<file path="src/rtl/seq_pkg.sv">
// Shared definitions for the instruction sequencer:
//   - executor opcode constants, plus the sequencer-only NOP and HALT codes
//   - the sequencer state enum
//   - instruction field slices: [19:16] opcode, [15:8] R1, [7:0] R2/C
package seq_pkg;

  localparam int INSTR_W = 20;

  localparam logic [3:0] OP_NOP  = 4'h0;
  localparam logic [3:0] OP_ADD  = 4'h1;
  localparam logic [3:0] OP_SUB  = 4'h2;
  localparam logic [3:0] OP_MOV  = 4'h3;
  localparam logic [3:0] OP_LDI  = 4'h4;
  localparam logic [3:0] OP_HALT = 4'hF;

  typedef enum logic [2:0] {
    S_IDLE,
    S_FETCH,
    S_DECODE,
    S_WAIT,
    S_FLUSH,
    S_HALTED,
    S_FAULT
  } state_t;

  function automatic logic [3:0] instr_op(input logic [INSTR_W-1:0] w);
    return w[19:16];
  endfunction

  function automatic logic [7:0] instr_r1(input logic [INSTR_W-1:0] w);
    return w[15:8];
  endfunction

  function automatic logic [7:0] instr_r2(input logic [INSTR_W-1:0] w);
    return w[7:0];
  endfunction

endpackage

</file>
<file path="src/rtl/prog_ram.sv">
// Program memory: 2^A words of W bits, synchronous write, synchronous read.
// The array itself is never reset so a loaded program survives ResetN; only
// the read register (the sequencer's IR) is cleared.
// Ports:
//   Clock, ResetN       clock, async active-low reset (read register only)
//   we, waddr, wdata    write port
//   re, raddr           read enable / address, data lands in rdata next edge
//   rdata               registered read data
module prog_ram #(
  parameter int A = 4,
  parameter int W = 20
) (
  input  logic         Clock,
  input  logic         ResetN,
  input  logic         we,
  input  logic [A-1:0] waddr,
  input  logic [W-1:0] wdata,
  input  logic         re,
  input  logic [A-1:0] raddr,
  output logic [W-1:0] rdata
);

  logic [W-1:0] mem [2**A];

  always_ff @(posedge Clock) begin
    if (we) mem[waddr] <= wdata;
  end

  always_ff @(posedge Clock or negedge ResetN) begin
    if (!ResetN)  rdata <= '0;
    else if (re)  rdata <= mem[raddr];
  end

endmodule

</file>
<file path="src/rtl/op_sequencer.sv">
// Instruction sequencer feeding the executor. Fetches 20-bit words from a
// small program RAM, presents each on OpCode until the executor returns
// Done, then forces a zero gap (FLUSH/FETCH/DECODE) so the executor's step
// timer returns to its default state before the next instruction.
// Ports:
//   Clock, ResetN          clock, async active-low reset
//   Start                  run from address 0 (ignored while Busy)
//   LoadEn/LoadAddr/Data   program write port (ignored while Busy)
//   Done                   executor completion
//   OpCode                 instruction to executor, 0 between instructions
//   Busy/Halted/Fault      state flags decoded from the state register
//   PC                     address of the current instruction
//   Retired                completed instructions, saturating at 255
module op_sequencer
  import seq_pkg::*;
#(
  parameter int A       = 4,
  parameter int TIMEOUT = 15
) (
  input  logic               Clock,
  input  logic               ResetN,
  input  logic               Start,
  input  logic               LoadEn,
  input  logic [A-1:0]       LoadAddr,
  input  logic [INSTR_W-1:0] LoadData,
  input  logic               Done,
  output logic [INSTR_W-1:0] OpCode,
  output logic               Busy,
  output logic               Halted,
  output logic               Fault,
  output logic [A-1:0]       PC,
  output logic [7:0]         Retired
);

  localparam int WD_W = $clog2(TIMEOUT + 1);
  localparam logic [WD_W-1:0] WD_LAST = WD_W'(TIMEOUT);

  state_t             state_q, state_d;
  logic [A-1:0]       pc_d;
  logic [INSTR_W-1:0] opcode_d;
  logic [7:0]         retired_d;
  logic [WD_W-1:0]    wd_q, wd_d;
  logic [INSTR_W-1:0] ir;

  function automatic logic [7:0] sat_inc8(input logic [7:0] v);
    return (v == 8'hFF) ? v : v + 8'd1;
  endfunction

  assign Busy   = (state_q == S_FETCH) || (state_q == S_DECODE) ||
                  (state_q == S_WAIT)  || (state_q == S_FLUSH);
  assign Halted = (state_q == S_HALTED);
  assign Fault  = (state_q == S_FAULT);

  // IR is the RAM read register, loaded on the FETCH edge
  prog_ram #(.A(A), .W(INSTR_W)) u_ram (
    .Clock  (Clock),
    .ResetN (ResetN),
    .we     (LoadEn && !Busy),
    .waddr  (LoadAddr),
    .wdata  (LoadData),
    .re     (state_q == S_FETCH),
    .raddr  (PC),
    .rdata  (ir)
  );

  always_comb begin
    state_d   = state_q;
    pc_d      = PC;
    opcode_d  = OpCode;
    retired_d = Retired;
    wd_d      = wd_q;
    case (state_q)
      S_IDLE, S_HALTED, S_FAULT: begin
        if (Start) begin
          state_d   = S_FETCH;
          pc_d      = '0;
          retired_d = '0;
        end
      end
      S_FETCH: state_d = S_DECODE;
      S_DECODE: begin
        if (instr_op(ir) == OP_NOP) begin
          pc_d    = PC + A'(1);
          state_d = S_FETCH;
        end else if (instr_op(ir) == OP_HALT) begin
          state_d = S_HALTED;
        end else begin
          opcode_d = ir;
          wd_d     = '0;
          state_d  = S_WAIT;
        end
      end
      S_WAIT: begin
        // Done is checked first so it wins over a same-cycle timeout
        if (Done) begin
          opcode_d  = '0;
          retired_d = sat_inc8(Retired);
          state_d   = S_FLUSH;
        end else if (wd_q + WD_W'(1) == WD_LAST) begin
          opcode_d = '0;
          state_d  = S_FAULT;
        end else begin
          wd_d = wd_q + WD_W'(1);
        end
      end
      S_FLUSH: begin
        pc_d    = PC + A'(1);
        state_d = S_FETCH;
      end
      default: state_d = S_IDLE;
    endcase
  end

  always_ff @(posedge Clock or negedge ResetN) begin
    if (!ResetN) begin
      state_q <= S_IDLE;
      PC      <= '0;
      OpCode  <= '0;
      Retired <= '0;
      wd_q    <= '0;
    end else begin
      state_q <= state_d;
      PC      <= pc_d;
      OpCode  <= opcode_d;
      Retired <= retired_d;
      wd_q    <= wd_d;
    end
  end

endmodule
</file>
<file path="config.mk">
export PLATFORM = sky130hd
export DESIGN_NAME = op_sequencer
export DESIGN_NICKNAME = d
export VERILOG_FILES = /design/src/rtl/seq_pkg.sv /design/src/rtl/prog_ram.sv /design/src/rtl/op_sequencer.sv
export SDC_FILE = /design/constraint.sdc
export NUM_CORES = 1
export LEC_CHECK = 0
export CORE_ASPECT_RATIO = 0.8
export CORE_MARGIN = 8
export CORE_UTILIZATION = 54
export CTS_CLUSTER_SIZE = 8
export DETAILED_ROUTE_END_ITERATION = 6
export PLACE_DENSITY = 0.75
export SLEW_MARGIN = 10
export SYNTH_ARGS = -nofsm -noshare
export SYNTH_HDL_FRONTEND = slang
export SYNTH_HIERARCHICAL = 1
export SYNTH_SLANG_ARGS = --single-unit
</file>
<file path="constraint.sdc">
create_clock -name Clock -period 3.8 [get_ports Clock]
set_clock_uncertainty 0.2 [all_clocks]
set_input_delay 0.57 -clock Clock [delete_from_list [all_inputs] [get_ports Clock]]
set_output_delay 0.57 -clock Clock [all_outputs]
set_load 0.01 [all_outputs]
</file>
======== Yosys cells after proc, flatten, opt, wreduce, memory -nomap -nowiden ========
Memory sizes are Yosys's and may differ from the RTL's. A register that Yosys moved wholly into a read port is not among the register bits.
Index checks and enable logic that the tools add are counted.
storage, ports and cells
  bits in registers ....................... 39
  bits in writable memories ............... 320
  input bits .............................. 29
  output and inout port bits .............. 35
  logic and storage cells ................. 69
  memories ................................ 1
memories
  name       words  width  read ports  clocked after Yosys merged registers in  wr ports  RTL line        source
  u_ram.mem  16     20     1           1                                        1         prog_ram.sv:23  logic [W-1:0] mem [2**A];
cells by class
  add/subtract/negate cells ............... 3
  equality and inequality tests ........... 18
  mux-type cells .......................... 25
  reduce and logical (&&, ||, !) cells .... 17
operators with widths
  cell                                                                      count
  20-bit 2-to-1 mux                                                         4
  20-bit one-hot mux with 2 select lines                                    1
  4-bit 2-to-1 mux                                                          6
  8-bit 2-to-1 mux                                                          3
  8-bit one-hot mux with 2 select lines                                     1
  3-bit 2-to-1 mux                                                          5
  3-bit one-hot mux with 5 select lines                                     1
  2-bit inequality test (second input constant)                             7
  4-bit one-hot mux with 3 select lines                                     1
  3-bit equality test (second input constant)                               3
  4-bit by 1-bit adder with 4-bit output (second input constant)            2
  8-bit by 1-bit adder with 8-bit output (second input constant)            1
  4-bit equality test (second input constant)                               2
  8-bit equality test (second input constant)                               1
  4-bit one-hot mux with 2 select lines                                     1
  4-bit AND reduction                                                       2
  3-bit by 2-bit equality test with 1-bit output (second input constant)    2
  5-bit AND reduction                                                       1
  4-bit zero test                                                           1
  2-bit nonzero test                                                        2
  3-bit by 1-bit equality test with 1-bit output (second input constant)    1
  3-bit zero test                                                           1
  1-bit logical OR                                                          3
  3-bit by 2-bit inequality test with 1-bit output (second input constant)  1
  8 further kinds                                                           10

======== Depth between registers and ports, before layout ========
  word-level depth ........................ 8
  mapped depth ............................ 7
  depth with buffers taken out ............ 6

======== Cells and area by module ========
The synthesis kept the hierarchy.
modules (own cells, without submodules)
  module        instances  cells each  area each (µm²)  sequential area each (µm²)
  prog_ram      1          557         13037.5          10109.7
  op_sequencer  1          183         2068.2           975.9

======== Least setup slack after synthesis ========
No wires, ideal clock.
  path kind ............................... register to register
  start ................................... register state_q[0]
  end ..................................... memory u_ram.mem[0][0], enable pin
  library setup time ...................... 422 ps
  arrival ................................. 3046 ps
  required time ........................... 3178 ps
  slack ................................... 131 ps
  stages on the path, launching flop included .. 7
  buffers on the path ..................... 1
  period minus slack after synthesis ...... 3669 ps
  cells stage by stage .................... dfrtp_1 -> buf_6 -> nor3_1 -> nor2_1 -> nor2b_1 -> or3b_2 -> nor3_1
between the ends
  longest elaborated chain between the ends .. 8
  elaborated cells on any way between the ends .. 11
  classes of those cells .................. eq/ne (4); mux (2); reduce/logical (5)
RTL lines
  item                                                                                                              RTL line             source
  start: declaration                                                                                                op_sequencer.sv:38   state_t state_q, state_d;
  start signal: assignment                                                                                          op_sequencer.sv:122  state_q <= state_d;
  3-bit by 1-bit equality test with 1-bit output or 3-bit by 2-bit equality test with 1-bit output (tied branches)  op_sequencer.sv:49   assign Busy = (state_q == S_FETCH) || (state_q == S_DECODE) ||
  1-bit logical OR (2 in a row)                                                                                     op_sequencer.sv:49
  1-bit logical OR (*)                                                                                              op_sequencer.sv:50   (state_q == S_WAIT) || (state_q == S_FLUSH);
  via Busy                                                                                                          op_sequencer.sv:28   output logic Busy,
  1-bit zero test (*)                                                                                               op_sequencer.sv:58   .we (LoadEn && !Busy),
  1-bit logical AND (*)                                                                                             op_sequencer.sv:58
  1-bit 2-to-1 mux (*)                                                                                              prog_ram.sv:26       if (we) mem[waddr] <= wdata;
  1-bit 2-to-1 mux (implied by the code) (*)                                                                        prog_ram.sv:26
  end: declaration                                                                                                  prog_ram.sv:23
Mark *: on every way through the listed nets, which the timed path passes. The rest lies on a longest branch.

======== Final worst setup path ========
  start ................................... register state_q[0]
  end ..................................... memory u_ram.mem[10][2], enable pin
between the ends
  longest elaborated chain between the ends .. 8
  elaborated cells on any way between the ends .. 11
  classes of those cells .................. eq/ne (4); mux (2); reduce/logical (5)
RTL lines
  item                                                                                                              RTL line
  3-bit by 1-bit equality test with 1-bit output or 3-bit by 2-bit equality test with 1-bit output (tied branches)  op_sequencer.sv:49
  1-bit logical OR (2 in a row)                                                                                     op_sequencer.sv:49
  1-bit logical OR (*)                                                                                              op_sequencer.sv:50
  1-bit zero test (*)                                                                                               op_sequencer.sv:58
  1-bit logical AND (*)                                                                                             op_sequencer.sv:58
  1-bit 2-to-1 mux (*)                                                                                              prog_ram.sv:26
  1-bit 2-to-1 mux (implied by the code) (*)                                                                        prog_ram.sv:26
Every way passes the cells marked *; elsewhere a longest branch is shown, timed or not.

==> summary.txt <==
Global route
  – Number of global-route vias before repair: 8,153
  – GRT Overall Usage: 20.2%
  – Initial antenna violation count: 0
  – First-pass GRT wire length: 50,800 um
  – GR Overflow Total: 0
  – Largest net degree at the start of global routing: 49

Synth
  – Synthesized instance count: 740
  – Predominant post-synthesis flop cell: edfxtp_1
  – Library cells used by synthesis: 64
  – Yosys Warn Count: 6
  – Post-synth ARST share: 15.6%
  – #FFs+latches synth: 379
  – Post-synth EDFFs: 320
  – Seq/Total Area, Yosys: 73.4%
  – Post-synthesis area per instance: 20.4 um^2
  – Cell area after synthesis: 15,100 um^2
  – Synth top area share: 63.6%
  – Leading area contributor after synthesis: edfxtp_1
  – Post-Syn Nets: 773
  – Top cells by area, synth: edfxtp_1, mux4_2, dfrtp_1

Cells and area
  – Area Overhead vs Synth: 17.3%
  – Nets: 882
  – Share of layout cells above drive strength 1: 24.8%
  – Multi-input logic area: 3680 um^2
  – Fillers: 1,801
  – Reg area: 11,100 um^2

Pwr
  – Total power: 11,800 uW
  – Maximum VDD drop: 486 uV
  – Switching part of the total: 27.7%
  – Seq pwr share: 44.6%
  – Cell Int Power: 8530 uW
  – Gate power share: 18.7%
  – Clock network power share: 36.6%
  – PwrDens: 666 nW/um^2
  – Leak pwr: 0.00580 uW
  – Net Switching: 3270 uW

Timing
  – Setup TNS: 0 ns
  – RSZ-0062 raised after global routing: false
  – Final setup fails: 0
  – Worst rel slew slack: 48.7%
  – Period utilization: 84.4%
  – Worst slew pin tran: 0.770 ns
  – Period minus WS final: 3.21 ns
  – F_max: 312 MHz
  – Final Worst Setup Slack: 0.594 ns
  – Final Hold Viols: 0
  – Final Slew Violations: 0
  – Hold WS: 0.247 ns

Critical path
  – Crit end category: flop
  – Worst Path Max Fanout: 16
  – Startpoint Class: flop
  – CP required: 3.86 ns
  – CP Data Arrival Time: 3.26 ns
  – Critical path class: reg2reg

Drt
  – WL final: 33,300 um
  – DRC: 0
  – Post-DR vias/cell: 6.25
  – DR pass1 iterations: 5
  – DRT antenna net count: 0
  – Vias: 7,873
  – WL per Instance: 26.5 um
  – Starting DRT DRC Count: 751

Die
  – Die W: 203 um
  – Die area: 33,600 um^2
  – Num rows: 54
  – Starting Density: 55.2%
  – Chip height: 166 um
  – Core ar.: 27,400 um^2
  – I/O pin cnt: 64

Placed design
  – Routability cong.: 0.863
  – IO Port Bufs: 63
  – Pre-CTS setup slack: 0.647 ns
  – Hpwl dp: 20,700 um

Outcome
  – Outcome: completed

CTS
  – Longest Clk Path Bufs: 3
  – Post-CTS Setup Bufs: 0
  – Post-CTS Hold Buffers: 1
  – Clock transition at the registers of the reported paths: 0.05 ns
  – Inserted Clock Buffers: 53
  – Later-pin clock latency in the skew report: 0.57 ns
  – Clock tree from TritonCTS: yes
  – Root buffer selected by CTS: clkbuf_16
  – H-tree levels: 2
  – Post-cts repair resize count: 0
  – Clk sinks: 379

Min path
  – Worst hold path class: in2async

Flow run
  – # Max-Cap Violations: 0
[through the flow]
stage          utilization [%]  std cells  instance area, um^2
2_1_floorplan                -        740                15100
3_3_place_gp              59.0       1157                16100
3_5_place_dp              59.0       1157                16100
4_1_cts                   64.7       1258                17700
5_1_grt                   64.7       1258                17700
6_report                  64.8       1259                17700
[synth_stat cells (all sizes together), types with 2 or more instances]
cell and instances:
nor4 2, buf 30, nand3b 3, nand2 12, a211oi 2, o211ai 8
or4 2, a2bb2oi 2, mux2i 23, nand2b 7, and3b 2, clkbuf 9
nor2 42, edfxtp 320, nand3 6, o22ai 21, xor2 2, a22o 21
inv 15, nor3 7, a2111o 2, a221oi 20, a21oi 3, mux4 80
ha 4, a21boi 2, or2 3, nor2b 2, dfrtp 59, a31oi 2
o21ai 8
[worst paths after layout]
| check | to | from | cells after the start | slack, ns |
|---|---|---|---|---|
| worst max-delay path | u_ram/mem[10][2] | state_q[0] | 7 | 0.59 |
| worst min-delay path | PC[2] | ResetN | 2 | 0.25 |
| worst max register to register | u_ram/mem[10][2] | state_q[0] | 7 | 0.59 |
| worst min register to register | OpCode[10] | OpCode[10] | 1 | 0.30 |
| max in group asynchronous | PC[3] | ResetN | 3 | 2.38 |
| min in group Clock | OpCode[10] | OpCode[10] | 1 | 0.30 |
[per-layer routing]
metal | part of all wire, % | global-route usage, %
met3 | 9.3 | 4.25
met1 | 42 | 28.8
met5 | 0 | 0
met4 | 1.6 | 5.59
met2 | 47 | 31.7
[cells by family (layout without fill, tap and decap cells)]
group           Yosys count  after routing  share of synthesized area, %
fa+ha+maj                 5              5                         0.398
buf+inv                  54            208                          2.67
flops                   379            379                          73.4
xor+xnor                  2              2                         0.166
mux                     104            104                          13.7
other cells               0              1                             0
compound gates          101            101                          6.33
simple gates             95             95                          3.40
[power groups by stage]
stage / registers [uW] / logic [uW] / clock network (uW)
finish: 5270 / 2210 / 4320
global route: 5320 / 2350 / 4560
CTS: 5270 / 2200 / 4400
detailed placement: 5340 / 2190 / 0
global placement: 5300 / 2120 / 0
floorplan: 5180 / 1500 / 0
[cell usage in the layout (no fill, tap or decap), types with 2 or more instances in the layout]
cell	n
edfxtp_1	320
mux4_2	76
clkdlybuf4s50_1	62
dfrtp_1	56
clkbuf_16	53
clkbuf_1	43
nor2_1	29
buf_4	28
mux2i_1	23
a22o_1	21
o22ai_1	20
a221oi_2	20
inv_1	15
nor2_2	12
nand2_1	11
o211ai_1	8
o21ai_0	7
nand3_1	6
nand2b_1	4
ha_1	4
nor3_2	4
mux4_1	4
nand2b_4	3
nand3b_1	3
a21oi_1	3
dfrtp_4	2
nor3_1	2
nor2b_1	2
and3b_1	2
or4_1	2
or2_2	2
a31oi_1	2
a21boi_0	2
a2bb2oi_1	2
a2111o_1	2
clkinv_16	2
[registers in the layout, indices dropped and copies added (netlist names)]
name / cells
wd_q: 4
state_q: 3
Retired: 8
u_ram/rdata: 20
u_ram/mem: 320
OpCode: 20
PC: 4
[critical path: stages (launching register included)]
cell and delay [ns]:
dfrtp_1 0.75, nor2_1 0.11, nor2_1 0.13, nor2_1 0.07
nor2b_1 0.41, nand3b_1 0.35, nor2_2 0.56, buf_4 0.31
[layout make-up]
class,instances,share of cell area [%]
tap,364,2.57
sequential,379,62.6
antenna,1,0.0141
clock inverter,4,0.424
inverter,15,0.318
clock buffer,96,8.40
multi-input combinational,307,20.8
timing repair buffer,93,4.89
(Power assumes the default switching activity.)
